`config.mk`:
```
export PLATFORM = sky130hd
export DESIGN_NAME = seq_ctrl
export DESIGN_NICKNAME = d
export VERILOG_FILES = /design/src/rtl/seq_pkg.sv /design/src/rtl/seq_wait_timer.sv /design/src/rtl/seq_ctrl.sv
export SDC_FILE = /design/constraint.sdc
export NUM_CORES = 1
export LEC_CHECK = 0
export BUFFER_PORTS_ARGS = -buffer_cell sky130_fd_sc_hd__buf_2
export CAP_MARGIN = 20
export CELL_PAD_IN_SITES_DETAIL_PLACEMENT = 0
export CELL_PAD_IN_SITES_GLOBAL_PLACEMENT = 1
export CORE_ASPECT_RATIO = 0.8
export CORE_MARGIN = 8
export CORE_UTILIZATION = 35
export DETAILED_ROUTE_END_ITERATION = 10
export GPL_TIMING_DRIVEN = 0
export HOLD_SLACK_MARGIN = 0.06
export PLACE_DENSITY_LB_ADDON = 0.2
export SKIP_CTS_REPAIR_TIMING = 1
export SYNTH_ARGS = -nofsm -noshare
export SYNTH_HDL_FRONTEND = slang
export SYNTH_SLANG_ARGS = --single-unit
```
`constraint.sdc`:
```
create_clock -name clk -period 4.6 [get_ports clk]
set_input_delay 0.92 -clock clk [delete_from_list [all_inputs] [get_ports clk]]
set_output_delay 0.92 -clock clk [all_outputs]
set_load 0.02 [all_outputs]
```
`src/rtl/seq_pkg.sv`:
```
// Shared encodings for the Y86-64 multi-cycle sequencer.
package seq_pkg;

    // Y86 status codes
    localparam logic [2:0] STAT_AOK = 3'd1;
    localparam logic [2:0] STAT_HLT = 3'd2;
    localparam logic [2:0] STAT_ADR = 3'd3;
    localparam logic [2:0] STAT_INS = 3'd4;

    // icodes the sequencer reacts to directly
    localparam logic [3:0] IHALT = 4'h0;
    localparam logic [3:0] IOPQ  = 4'h6;

    // Sequencer phases; the encoding is visible on the phase port
    typedef enum logic [2:0] {
        PH_IDLE      = 3'd0,
        PH_FETCH     = 3'd1,
        PH_DECODE    = 3'd2,
        PH_EXECUTE   = 3'd3,
        PH_MEMORY    = 3'd4,
        PH_WRITEBACK = 3'd5,
        PH_HALT      = 3'd6
    } phase_e;

    // Width of a counter that must hold 0..max_val inclusive (at least 1 bit)
    function automatic int cnt_width(input int max_val);
        return (max_val > 0) ? $clog2(max_val + 1) : 1;
    endfunction

endpackage

```
`src/rtl/seq_wait_timer.sv`:
```
// MEMORY-phase wait counter: counts cycles without ack, flags MAX_WAIT.
module seq_wait_timer
    import seq_pkg::*;
#(
    parameter int MAX_WAIT = 15
) (
    input  logic clk,
    input  logic rst,
    input  logic clr,
    input  logic en,
    output logic expired
);

    localparam int         W     = cnt_width(MAX_WAIT);
    localparam logic [W-1:0] LIMIT = W'(MAX_WAIT);

    logic [W-1:0] count_q;
    logic [W-1:0] count_d;

    assign expired = (count_q == LIMIT);

    // Clear wins over enable; the count saturates at the limit so it never wraps
    always_comb begin
        count_d = count_q;
        if (clr) begin
            count_d = '0;
        end else if (en && !expired) begin
            count_d = count_q + W'(1);
        end
    end

    // Counter register
    always_ff @(posedge clk or posedge rst) begin
        if (rst) begin
            count_q <= '0;
        end else begin
            count_q <= count_d;
        end
    end

endmodule

```
`src/rtl/seq_ctrl.sv`:
```
// Y86-64 multi-cycle sequencer: phase FSM, architectural PC, status
// register and retired-instruction counter, with a memory wait timeout.
module seq_ctrl
    import seq_pkg::*;
#(
    parameter int              ADDR_W   = 64,
    parameter logic [ADDR_W-1:0] RESET_PC = '0,
    parameter int              MAX_WAIT = 15,
    parameter int              CNT_W    = 32
) (
    input  logic              clk,
    input  logic              rst,
    input  logic              run,
    input  logic [3:0]        icode,
    input  logic              instr_valid,
    input  logic              imem_error,
    input  logic              need_mem,
    input  logic              mem_ack,
    input  logic              dmem_error,
    input  logic [ADDR_W-1:0] newpc,
    output logic [ADDR_W-1:0] pc,
    output logic [2:0]        stat,
    output logic [2:0]        phase,
    output logic              mem_req,
    output logic              cc_we,
    output logic              reg_we,
    output logic              halted,
    output logic [CNT_W-1:0]  retired
);

    phase_e            state_q, state_d;
    logic [ADDR_W-1:0] pc_q, pc_d;
    logic [2:0]        stat_q, stat_d;
    logic [CNT_W-1:0]  retired_q, retired_d;

    logic tmr_clr;
    logic tmr_en;
    logic tmr_expired;

    seq_wait_timer #(
        .MAX_WAIT (MAX_WAIT)
    ) u_wait_timer (
        .clk     (clk),
        .rst     (rst),
        .clr     (tmr_clr),
        .en      (tmr_en),
        .expired (tmr_expired)
    );

    // Outputs decode straight from the state register, so an async reset
    // drops mem_req and the write enables without waiting for an edge.
    assign phase   = state_q;
    assign pc      = pc_q;
    assign stat    = stat_q;
    assign retired = retired_q;
    assign mem_req = (state_q == PH_MEMORY);
    assign cc_we   = (state_q == PH_EXECUTE) && (icode == IOPQ);
    assign reg_we  = (state_q == PH_WRITEBACK);
    assign halted  = (state_q == PH_HALT);

    // Next-state logic; stat is written only on the way into HALT and the
    // PC / retired count move only in WRITEBACK, so faults leave pc pointing
    // at the offending instruction.
    always_comb begin
        state_d   = state_q;
        pc_d      = pc_q;
        stat_d    = stat_q;
        retired_d = retired_q;
        tmr_clr   = 1'b0;
        tmr_en    = 1'b0;

        unique case (state_q)
            PH_IDLE: begin
                if (run) begin
                    state_d = PH_FETCH;
                end
            end

            PH_FETCH: begin
                if (imem_error) begin
                    stat_d  = STAT_ADR;
                    state_d = PH_HALT;
                end else if (!instr_valid) begin
                    stat_d  = STAT_INS;
                    state_d = PH_HALT;
                end else if (icode == IHALT) begin
                    stat_d  = STAT_HLT;
                    state_d = PH_HALT;
                end else begin
                    state_d = PH_DECODE;
                end
            end

            PH_DECODE: begin
                state_d = PH_EXECUTE;
            end

            PH_EXECUTE: begin
                if (need_mem) begin
                    tmr_clr = 1'b1;
                    state_d = PH_MEMORY;
                end else begin
                    state_d = PH_WRITEBACK;
                end
            end

            PH_MEMORY: begin
                // An ack on the cycle the timer reads MAX_WAIT still wins
                if (mem_ack) begin
                    if (dmem_error) begin
                        stat_d  = STAT_ADR;
                        state_d = PH_HALT;
                    end else begin
                        state_d = PH_WRITEBACK;
                    end
                end else if (tmr_expired) begin
                    stat_d  = STAT_ADR;
                    state_d = PH_HALT;
                end else begin
                    tmr_en = 1'b1;
                end
            end

            PH_WRITEBACK: begin
                pc_d      = newpc;
                retired_d = retired_q + CNT_W'(1);
                state_d   = run ? PH_FETCH : PH_IDLE;
            end

            PH_HALT: begin
                state_d = PH_HALT;
            end

            default: begin
                state_d = PH_IDLE;
            end
        endcase
    end

    // Architectural state registers
    always_ff @(posedge clk or posedge rst) begin
        if (rst) begin
            state_q   <= PH_IDLE;
            pc_q      <= RESET_PC;
            stat_q    <= STAT_AOK;
            retired_q <= '0;
        end else begin
            state_q   <= state_d;
            pc_q      <= pc_d;
            stat_q    <= stat_d;
            retired_q <= retired_d;
        end
    end

endmodule

```
# Yosys cells after proc, flatten, opt, wreduce, memory -nomap -nowiden
# Index checks and enable logic that the tools add are counted.
# W data, S select, Z words.
dict set report classes {
  addsub 2
  eq_ne 12
  mux 24
  reduce_logical 9
}
# op count
set ops {}
lappend ops {{$mux W3} 12}
lappend ops {{$add A32 B1 Y32 const B} 1}
lappend ops {{$pmux W3 S7} 1}
lappend ops {{$eq A3 B3 Y1 const B} 3}
lappend ops {{$mux W4} 2}
lappend ops {{$mux W1} 7}
lappend ops {{$eq A3 B2 Y1 const B} 2}
lappend ops {{$pmux W3 S2} 1}
lappend ops {{$add A4 B1 Y4 const B} 1}
lappend ops {{$eq A4 B3 Y1 const B} 1}
lappend ops {{$eq A4 B4 Y1 const B} 1}
lappend ops {{$logic_not A4 Y1} 1}
lappend ops {{$ne A4 B4 Y1 const B} 1}
lappend ops {{$reduce_and A4 Y1} 1}
lappend ops {{$reduce_bool A2 Y1} 2}
lappend ops {{$eq A3 B1 Y1 const B} 1}
lappend ops {{$logic_not A3 Y1} 1}
lappend ops {{$ne A3 B2 Y1 const B} 1}
lappend ops {{$ne A3 B3 Y1 const B} 1}
lappend ops {{$logic_and A1 B1 Y1} 2}
lappend ops {{$mux W2} 1}
lappend ops {{$ne A2 B2 Y1 const B} 1}
lappend ops {{$reduce_and A2 Y1} 1}
lappend ops {{$logic_not A1 Y1} 1}
dict set report word_totals {
  regBits 106
  wordCells 52
}

# Depth between registers and ports, before layout
# Gate-level depths: netlist (run 1).
dict set report logic_depth {
  ltp_word 7
  ltp_mapped 6
}

# By module
# A second synthesis (run 1) with hierarchy kept.
dict set report hier_totals {
  cells_unflattened 466
  area_unflattened_um2 4493.1
}
# module n_inst cells_per_inst area_each_um2 seq_area_each_um2
set by_module_without_submodules {}
lappend by_module_without_submodules {seq_ctrl 1 445 4260.3 2553.7}
lappend by_module_without_submodules {seq_wait_timer 1 21 232.7 100.1}

# Worst setup path after synthesis (run 1)
# OpenSTA, ideal clock, no wires.
dict set report synth_timing {
  path_type {reg2out}
  start {reg state_q[0], in the netlist phase[0]}
  end {out cc_we}
  arrival_time_ps 1652
  required_ps 3680
  setup_slack_ps 2028
  path_stages_with_launch 4
  path_buffers 1
  cell_sequence {dfrtp_1 > clkbuf_1 > nand3_1 > nor4_1}
}
dict set report synth_via {
  elab_chain_len 2
}
# item line
set synth_rtl {}
lappend synth_rtl {{from (decl)} seq_ctrl.sv:31} ;# phase_e state_q, state_d;
lappend synth_rtl {{from (signal assigned)} seq_ctrl.sv:148} ;# state_q <= state_d;
lappend synth_rtl {{$eq A3 B2 Y1} seq_ctrl.sv:57} ;# assign cc_we = (state_q == PH_EXECUTE) && (icode == IOPQ);
lappend synth_rtl {{$logic_and A1 B1 Y1} seq_ctrl.sv:57}
lappend synth_rtl {{to (decl)} seq_ctrl.sv:25} ;# output logic cc_we,
# Every way passes these cells.

# Final worst setup path (run 1)
dict set report layout_timing {
  start {reg state_q[1], in the netlist phase[1]}
  end {out reg_we}
}
dict set report layout_via {
  elab_chain_len 1
}
# item line
set layout_rtl {}
lappend layout_rtl {{$eq A3 B3 Y1} seq_ctrl.sv:58} ;# assign reg_we = (state_q == PH_WRITEBACK);
lappend layout_rtl {{to (decl)} seq_ctrl.sv:26} ;# output logic reg_we,
# Every way passes these cells.

==> results of run 1 <==
==> routing by layer <==
| layer | track usage, % | routed length (um) |
|---|---|---|
| met1 | 18.3 | 5430 |
| met2 | 23.1 | 5670 |
| met3 | 6.12 | 1170 |
| met4 | 4.03 | 110 |
| met5 | 0 | 22 |
==> power by group <==
group	switching, mW	internal (mW)	total [mW]
Clock	0.333	0.455	0.787
Sequential	0	0.931	0.931
Combinational	0.0302	0.0271	0.0573
==> state kept, by name (all words and copies together) (netlist names) <==
signal                count
pc                       64
u_wait_timer.count_q      4
retired                  32
stat                      3
phase                     3
==> placed cells by master, fill, tap and decap left out, types with 4 or more instances in the layout <==
cell type and count:
a21oi_1 5, and2_1 4, and3_1 7, and4_1 6, buf_2 183, clkbuf_1 18
clkbuf_16 9, dfrtp_1 105, inv_1 8, nand2_1 211, nand3_1 16, nand4_1 9
nor2_1 9, nor3_1 5, xnor2_1 21, xor2_1 13
==> logic make-up after synthesis <==
logic type | synth area share (%)
fa+ha+maj | 0.559
simple gates | 28.6
xor+xnor | 6.66
mux | 0.699
buf+inv | 2.41
compound gates | 1.73
flops | 59.3
==> final timing paths <==
path | slack (ns) | to
worst max-delay path | 1.74 | reg_we
worst min-delay path | 0.47 | retired[31]$_DFFE_PP0P_
worst max register to register | 2.58 | pc[59]$_DFFE_PP0P_
worst min register to register | 0.47 | retired[31]$_DFFE_PP0P_
max in group asynchronous | 3.16 | stat[0]$_DFFE_PP1P_
min in group asynchronous | 0.68 | pc[31]$_DFFE_PP0P_
==> area by class of cell <==
class                      instances  area [um^2]
clock buffer                      13          260
sequential                       106         2650
clock inverter                     3         46.3
tap                              175          219
inverter                           9         36.3
fill                            1311         6750
multi-input combinational        334         1710
timing repair buffer             182          933
buffer                            19         73.8
==> per-stage QoR <==
stage | area [um^2] | power, mW | instances
global route | 5930 | 1.84 | 841
detailed placement | 5630 | 1.01 | 825
floorplan | 4470 | 0.967 | 468
CTS | 5930 | 1.81 | 841
finish | 5930 | 1.78 | 841
global placement | 5600 | 1.01 | 824
==> worst max-delay path: cells and delay by family (launching register included) <==
| family | cells | cell delay (ns) |
|---|---|---|
| AND/OR/NAND/NOR | 1 | 0.33 |
| buffers and inverters | 3 | 0.86 |
| flip-flops | 1 | 0.40 |
==> metrics, run 1 <==
Final Cycle Share=just over 60%; setup clock skew after layout=around 0.008 ns; Worst Setup Slack post-DPL=~2 ns; R2R depth=6; via count of the first global-routing pass=approximately 3800; clk root buf=clkbuf_16; die area=between 15000 and 20000 um^2; most used standard cell by instance count after synthesis=nand2_1; share of the yosys chip area belonging to registers=between 50 and 60%; final-report hold violation count=0; pin count of the biggest net entering global routing=slightly below 60; startpoint type of the worst setup path=flop; type of the tightest min-delay check=flop to flop; PnR worst setup slack=between 1.5 and 2 ns; Worst Hold Path Cells=1; area of the mapped netlist=~4500 um^2; via count=3808; worst-margin pin slew=between 0.6 and 0.7 ns; maximum vdd drop=0.146 mV; Synth async-reset ratio=100%; number of vias per cell=4.53; number of levels in the clock H-tree=3; endpoint arrival time on the critical path=between 1.5 and 2 ns; post-synthesis average cell area=between 9 and 10 um^2; Max Fclk=between 300 and 400 MHz; Port Buf Inserts=approximately 180; number of standard-cell rows in the floorplan=37; DRC violation total after the first TritonRoute iteration=142; setup repair after global routing missed its margin=no; largest fanout of any net on the critical path=10; PD cells=299 nW/um^2; number of top-level pins=about 180; leading area contributor after synthesis=dfrtp_1; signed area change from the synthesized netlist to the final layout=32.7%; total global-route track usage=between 10% and 20%; critical path's largest stage delay=about 0.40 ns; first-pass GRT wire length=19300 um; number of setup violations in the final report=0; ordered list of cells on the worst path=nand3b_2 > inv_1 > clkbuf_1 > buf_2; drt total wl=approximately 12000 um; post-synthesis register bit count=106; worst hold path startpoint=retired[31]$_DFFE_PP0P_; gp weighted congestion=roughly 0.76; clock latency on the worst-skew pair=roughly 0.34 ns; register clock-pin slew on the reported worst setup and hold paths=approximately 0.070 ns; Detail Route Antenna Nets=0; outcome=completed; Mapped Nets=546; detailed-router iteration count before antenna repair=4; count of warnings emitted by yosys=0; Worst Path Required=approximately 3.7 ns; post-synthesis cell count=approximately 470; pins over their slew limit=0; CTS tree=built; share of the core filled with cells=46.8%; setup total negative slack=0 ns; list of most frequent post-synthesis cells=211 x nand2_1, 105 x dfrtp_1, 21 x xnor2_1; Avg WL per Cell=between 10 and 15 um; hold_ws=around 0.47 ns; Worst Setup Path Type=flop to output port; chip width=~140 um; HPWL after detailed placement=~9400 um; share of cells above drive strength 1=31.8%; Slowest cell on crit path=dfrtp_1; leading post-synthesis cells by cell area=dfrtp_1 59%, nand2_1 18%, xnor2_1 4.1%, xor2_1 2.5%, nand3_1 1.8%; relative max-transition margin=between 50% and 60%; number of buffers added by the clock tree synthesis step=9; max-cap check violation count=0; final global-route overflow total=0; fraction of synthesized cell area taken by the top area cell type=slightly below 60%; maximum root-to-sink buffer count=2; clock period minus final worst setup slack=about 2.9 ns; count of flip-flops with a built-in enable after synthesis=0; final net count=739; Static Leak=about 3 nW; Critical Path Source=phase[1]$_DFFE_PP0P_; residual DRC count=0; core area=around 13000 um^2; Die Y-Extent=between 100 and 150 um; Initial Util=between 30% and 40%; Primary FF master, synth=dfrtp_1; number of unique standard cell types used by synthesis=39; crit path capture type=output port; # clock sinks=between 100 and 150; number of antenna repair diodes=0; number of antenna violations at the first check in global routing=2; reg2reg start=phase[1]$_DFFE_PP0P_
(Power assumes the default switching activity.)
==> run 2, diff against run 1 <==
--- a/config.mk
+++ b/config.mk
@@ -11,7 +11,7 @@
 export CELL_PAD_IN_SITES_GLOBAL_PLACEMENT = 1
 export CORE_ASPECT_RATIO = 0.8
 export CORE_MARGIN = 8
-export CORE_UTILIZATION = 35
+export CORE_UTILIZATION = 32
 export DETAILED_ROUTE_END_ITERATION = 10
 export GPL_TIMING_DRIVEN = 0
 export HOLD_SLACK_MARGIN = 0.06
==> constraint.sdc (replaced) <==
create_clock -name clk -period 2.3 [get_ports clk]
set_input_delay 0.46 -clock clk [delete_from_list [all_inputs] [get_ports clk]]
set_output_delay 0.46 -clock clk [all_outputs]
set_load 0.02 [all_outputs]
==> run 2 against run 1 <==
Net effect: final cell count is 0.83% higher; sequential power is 100% higher; design area is 0.42% higher; critical path depth stayed put; wire length is 2.2% higher; core utilization is 3.0 points lower; flip-flop and latch count stayed put; clock power is 87% higher; via count is 1.1% lower.
==> metrics, run 2 (synthesis results as in run 1) <==
Slowest cell on crit path=dfrtp_1; total global-route track usage=14.1% (-0.55 points); number of vias per cell=4.44 (-1.9%); # clock sinks=106 (unchanged); outcome=completed; Worst Setup Slack post-DPL=0.186 ns (-1.85 ns); Placed Area=5670 um^2 (+0.71%); crit path capture type=output port; number of top-level pins=182 (unchanged); type of the tightest min-delay check=input pin to asynchronous set/reset pin; DRC violation total after the first TritonRoute iteration=104 (-27%); number of setup violations in the final report=0 (unchanged); number of antenna violations at the first check in global routing=1 (-1); PD cells=579 nW/um^2 (+94%); Static Leak=2.95 nW (+0.30%); Worst Setup Path Type=flop to output port; Port Buf Inserts=181 (unchanged); startpoint type of the worst setup path=flop; ordered list of cells on the worst path=nand3b_2 > inv_2 > buf_2 > buf_2; reg2reg start=phase[1]$_DFFE_PP0P_; most used cell along the critical path=buf_2; share of cells above drive strength 1=32.6% (+0.80 points); signed area change from the synthesized netlist to the final layout=33.2%; Die Y-Extent=122 um (+4.0%); final global-route overflow total=0 (unchanged); via count=3766 (-1.1%); gp weighted congestion=0.738 (-3.0%); HPWL after detailed placement=9650 um (+3.0%); die area=18000 um^2 (+8.2%); chip width=148 um (+4.1%); drt total wl=12700 um (+2.2%); reg2reg end=pc[11]$_DFFE_PP0P_; setup slack, reg-to-reg=0.39 ns (-2.19 ns); endpoint arrival time on the critical path=1.70 ns (-0.24 ns); max FFs per register=64 (unchanged); clock period minus final worst setup slack=~2.2 ns; most common library cell in the layout ignoring fill and taps=nand2_1; detailed-router iteration count before antenna repair=4 (unchanged); number of standard-cell rows in the floorplan=38 (+2.7%); R2R depth=6 (unchanged); first-pass GRT wire length=20200 um (+4.7%); maximum vdd drop=0.354 mV (+140%); PnR worst setup slack=0.141 ns (-1.60 ns); clk root buf=clkbuf_16; critical path's largest stage delay=0.40 ns (about the same); worst-margin pin slew=0.659 ns (-0.0316 ns); residual DRC count=0 (unchanged); largest fanout of any net on the critical path=10 (unchanged); pins over their slew limit=0 (unchanged); number of levels in the clock H-tree=3 (unchanged); maximum root-to-sink buffer count=2 (unchanged); final net count=741 (+0.27%); number of antenna repair diodes=0 (unchanged); total power=3.45 mW (+94%); fillers=1415 (+7.9%); Critical Path Source=phase[1]$_DFFE_PP0P_; clock latency on the worst-skew pair=0.35 ns (about the same); highest-count cells in the layout ignoring fill and taps=211 x nand2_1, 184 x buf_2, 105 x dfrtp_1, 21 x xnor2_1, 16 x nand3_1; Final Cell Area=5960 um^2 (+0.42%); Avg WL per Cell=14.9 um (+1.4%); max-cap check violation count=0 (unchanged); Detail Route Antenna Nets=0 (unchanged); final-report hold violation count=0 (unchanged); share of the core filled with cells=43.8% (-3.0 points); CTS tree=built; relative max-transition margin=55.9% (+2.0 points); Worst Path Required=1.84 ns (-1.84 ns); setup repair after global routing missed its margin=no; via count of the first global-routing pass=3870 (+2.4%); core area=13600 um^2 (+7.2%); Initial Util=32.9% (-2.4 points); number of buffers added by the clock tree synthesis step=9 (unchanged); setup clock skew after layout=0.00545 ns (-0.00276 ns); pin count of the biggest net entering global routing=41 (-29%); register clock-pin slew on the reported worst setup and hold paths=0.07 ns (about the same); Final Cycle Share=a little over nine tenths; Max Fclk=463 MHz
-- run 2: through the flow --
step | setup TNS (ns) | hold slack, ns | std cells
after floorplan | 0 | 0.501 | 468
after global placement | -22.16 | 0.452 | 829
after detailed placement | 0 | 0.457 | 832
after CTS | -0.211 | 0.0845 | 848
after global routing | 0 | 0.0861 | 848
final | 0 | 0.0904 | 848
-- run 2: final cells by class --
cell class	count	area [um^2]	share of cell area [%]
clock buffer	12	256	4.30
tap	180	225	3.78
clock inverter	4	26.3	0.441
buffer	19	76.3	1.28
multi-input combinational	334	1720	28.8
sequential	106	2650	44.5
inverter	9	37.5	0.630
timing repair buffer	184	966	16.2
-- run 2: power by group --
group | internal [mW] | total (mW) | switching, mW
logic | 0.0599 | 0.124 | 0.0643
clock network | 0.792 | 1.47 | 0.673
registers | 1.86 | 1.86 | 0
total | 2.72 | 3.45 | 0.738
-- run 2: worst max-delay path by stage --
| stage | end | slack (ns) |
|---|---|---|
| 3_3_place_gp | retired[14]$_DFFE_PP0P_ | -0.22 |
| 6_report | reg_we | 0.14 |
| 2_1_floorplan | cc_we | 0.19 |
| 5_1_grt | reg_we | 0.02 |
| 3_5_place_dp | reg_we | 0.19 |
| 4_1_cts | reg_we | -0.21 |
-- run 2: worst max-delay path: cells and delay by family (launching register included) --
| kind | cells | cell delay (ns) |
|---|---|---|
| buf+inv | 3 | 0.62 |
| flops | 1 | 0.40 |
| simple gates | 1 | 0.34 |
-- run 2: per-layer routing --
metal,vias to the layer above,global-route usage [%],share of wire [%]
met5,-,0,0.10
met3,9,6.93,8.8
li1,1889,-,-
met4,2,4.20,0.88
met1,1760,17.1,44
met2,106,22.0,46
==> run 3, diff against run 2 <==
--- a/config.mk
+++ b/config.mk
@@ -19,4 +19,5 @@
 export SKIP_CTS_REPAIR_TIMING = 1
 export SYNTH_ARGS = -nofsm -noshare
 export SYNTH_HDL_FRONTEND = slang
+export SYNTH_HIERARCHICAL = 1
 export SYNTH_SLANG_ARGS = --single-unit
==> run 3 against run 2 <==
Net effect: first-iteration DRC count rose by 22%; clock skew rose by 0.0020 ns; register-to-register slack got worse by 0.04 ns; synthesized area rose by 0.45%; power rose by 120%; die area rose by 0.40%; flip-flop and latch count did not move; non-clock buffer count rose by 2; core utilization barely moved; final cell count fell by 0.24%; synthesized cell count fell by 0.43%; largest cell class unchanged.
==> metrics, run 3 <==
Detail Route Antenna Nets=0 (unchanged); PD cells=1260 nW/um^2 (+120%); type of the tightest min-delay check=input pin to flop; max FFs per register=64 (unchanged); Static Leak=3.23 nW (+9.7%); Final Cycle Share=92.9% (-0.94 points); PnR worst setup slack=0.163 ns (+0.0216 ns); Final Cell Area=5980 um^2 (+0.31%); Die Y-Extent=122 um (+0.20%); total power=7.52 mW (+120%); Worst Path Required=1.84 ns (about the same); Synth async-reset ratio=100% (unchanged); number of antenna repair diodes=0 (unchanged); Avg WL per Cell=15.2 um (+1.9%); post-synthesis cell count=466 (-0.43%); count of warnings emitted by yosys=6 (+6); number of buffers added by the clock tree synthesis step=9 (unchanged); signed area change from the synthesized netlist to the final layout=33.1%; Worst Hold Path Cells=3; CTS tree=built; setup clock skew after layout=0.00748 ns (+0.00203 ns); fillers=1396 (-1.3%); final-report hold violation count=0 (unchanged); detailed-router iteration count before antenna repair=4 (unchanged); Initial Util=32.9% (about the same); number of standard-cell rows in the floorplan=38 (unchanged); number of setup violations in the final report=0 (unchanged); reg2reg start=retired[0]$_DFFE_PP0P_; R2R depth=5 (-1); maximum root-to-sink buffer count=2 (unchanged); worst hold path startpoint=newpc[40]; leading area contributor after synthesis=dfrtp_1; gp weighted congestion=0.780 (+5.7%); via count=3855 (+2.4%); most used standard cell by instance count after synthesis=nand2_1; area of the mapped netlist=4490 um^2 (+0.45%); ordered list of cells on the worst path=nand3b_4 > clkinv_1 > clkbuf_2 > buf_2; fraction of synthesized cell area taken by the top area cell type=58.5% (-0.26 points); leading post-synthesis cells by cell area=dfrtp_1 58%, nand2_1 17%, xnor2_1 5.5%, nand4_1 2.4%, nand3_1 1.0%; list of most frequent post-synthesis cells=207 x nand2_1, 105 x dfrtp_1, 28 x xnor2_1; register clock-pin slew on the reported worst setup and hold paths=0.07 ns (about the same); setup slack, reg-to-reg=0.35 ns (-0.04 ns); number of antenna violations at the first check in global routing=2 (+1); clock latency on the worst-skew pair=0.34 ns (about the same); final global-route overflow total=0 (unchanged); DRC violation total after the first TritonRoute iteration=127 (+22%); Primary FF master, synth=dfrtp_1; Worst Setup Slack post-DPL=0.223 ns (+0.0368 ns); critical path's largest stage delay=0.47 ns (+0.07 ns); maximum vdd drop=0.544 mV (+54%); count of flip-flops with a built-in enable after synthesis=0 (unchanged); largest fanout of any net on the critical path=10 (unchanged); via count of the first global-routing pass=4112 (+6.3%); pin count of the biggest net entering global routing=40 (-2.4%); number of vias per cell=4.56 (+2.6%); worst-margin pin slew=0.705 ns (+0.0459 ns); Mapped Nets=544 (-0.37%); final net count=739 (-0.27%); max-cap check violation count=0 (unchanged); endpoint arrival time on the critical path=1.68 ns (-0.02 ns); startpoint type of the worst setup path=flop; chip width=148 um (+0.20%); Placed Area=5670 um^2 (unchanged); outcome=completed; residual DRC count=0 (unchanged); die area=18100 um^2 (+0.40%); Slowest cell on crit path=dfrtp_2; Worst Hold End=pc[40]$_DFFE_PP0P_; share of cells above drive strength 1=32.9% (+0.25 points); clk root buf=clkbuf_16; Port Buf Inserts=181 (unchanged); Max Fclk=468 MHz (+1.0%); first-pass GRT wire length=21300 um (+5.3%); total global-route track usage=14.5% (+0.39 points); clock period minus final worst setup slack=2.14 ns (-0.0216 ns); crit path capture type=output port; HPWL after detailed placement=9890 um (+2.4%); highest-count cells in the layout ignoring fill and taps=207 x nand2_1, 183 x buf_2, 104 x dfrtp_1, 28 x xnor2_1, 17 x nand4_1; reg2reg end=retired[28]$_DFFE_PP0P_; number of top-level pins=182 (unchanged); drt total wl=12900 um (+1.7%); setup repair after global routing missed its margin=no; core area=13600 um^2 (+0.35%); share of the yosys chip area belonging to registers=59.1% (-0.26 points); Worst Setup Path Type=flop to output port; Cell Count, Final, Fillers Out=846 (-0.24%); post-synthesis average cell area=9.64 um^2 (+0.88%); DP Cell Count=829 (-0.36%); pins over their slew limit=0 (unchanged); # clock sinks=106 (unchanged); share of the core filled with cells=43.8% (about the same); number of levels in the clock H-tree=3 (unchanged); relative max-transition margin=52.9% (-2.9 points); number of unique standard cell types used by synthesis=44 (+13%); most common library cell in the layout ignoring fill and taps=nand2_1; post-synthesis register bit count=106 (unchanged)
[run 3: worst max-delay path by stage]
| stage | end | from | depth (start not counted) | slack, ns |
|---|---|---|---|---|
| global route | reg_we | phase[2]$_DFFE_PP0P_ | 4 | 0.04 |
| CTS | reg_we | phase[2]$_DFFE_PP0P_ | 4 | -0.15 |
| finish | reg_we | phase[2]$_DFFE_PP0P_ | 4 | 0.16 |
| floorplan | cc_we | phase[1]$_DFFE_PP0P_ | 4 | 0.29 |
| global placement | pc[5]$_DFFE_PP0P_ | rst | 2 | -0.18 |
| detailed placement | reg_we | phase[1]$_DFFE_PP0P_ | 4 | 0.22 |
[run 3: routing by layer]
layer | track usage (%) | up-vias | part of all wire, %
met5 | 0 | - | 0.18
li1 | - | 1891 | -
met3 | 7.04 | 14 | 9.6
met2 | 23.2 | 107 | 47
met1 | 17.4 | 1839 | 43
met4 | 3.43 | 4 | 0.87
[run 3: report_power, final]
| part | internal [mW] | total, mW | switching (mW) |
|---|---|---|---|
| combinational | 1.03 | 3.05 | 2.02 |
| clock | 0.846 | 1.51 | 0.665 |
| sequential | 2.55 | 2.96 | 0.413 |
| total | 4.42 | 7.52 | 3.09 |
[run 3: area by class of cell]
| class | count | area (um^2) | share of cell area, % |
|---|---|---|---|
| buffer | 21 | 105 | 1.76 |
| timing repair buffer | 184 | 956 | 16.0 |
| clock inverter | 4 | 52.6 | 0.879 |
| multi-input combinational | 331 | 1710 | 28.7 |
| clock buffer | 12 | 236 | 3.96 |
| tap | 180 | 225 | 3.77 |
| inverter | 8 | 33.8 | 0.565 |
| sequential | 106 | 2660 | 44.4 |
[run 3: cell families (layout without fill, tap and decap cells)]
family,count (synthesis),after routing,share of synthesized area (%)
DFF,106,106,59.1
and+or+nand+nor,278,278,27.6
AOI/OAI and AO/OA,13,13,1.95
xor gates and xnor gates,31,31,6.04
muxes,7,7,1.78
buffers and inverters,29,229,2.98
adders and majority gates,2,2,0.557
[run 3: worst max-delay path, delay by kind of cell, from the launching register on]
family,cells,cell delay (ns)
buf+inv,3,0.69
simple gates,1,0.17
flops,1,0.47
[run 3: per-stage QoR]
| stage | TNS, ns | hold WS, ns |
|---|---|---|
| floorplan | 0 | 0.226 |
| global placement | -17.25 | 0.391 |
| detailed placement | 0 | 0.399 |
| CTS | -0.151 | 0.0356 |
| global route | 0 | 0.300 |
| finish | 0 | 0.310 |
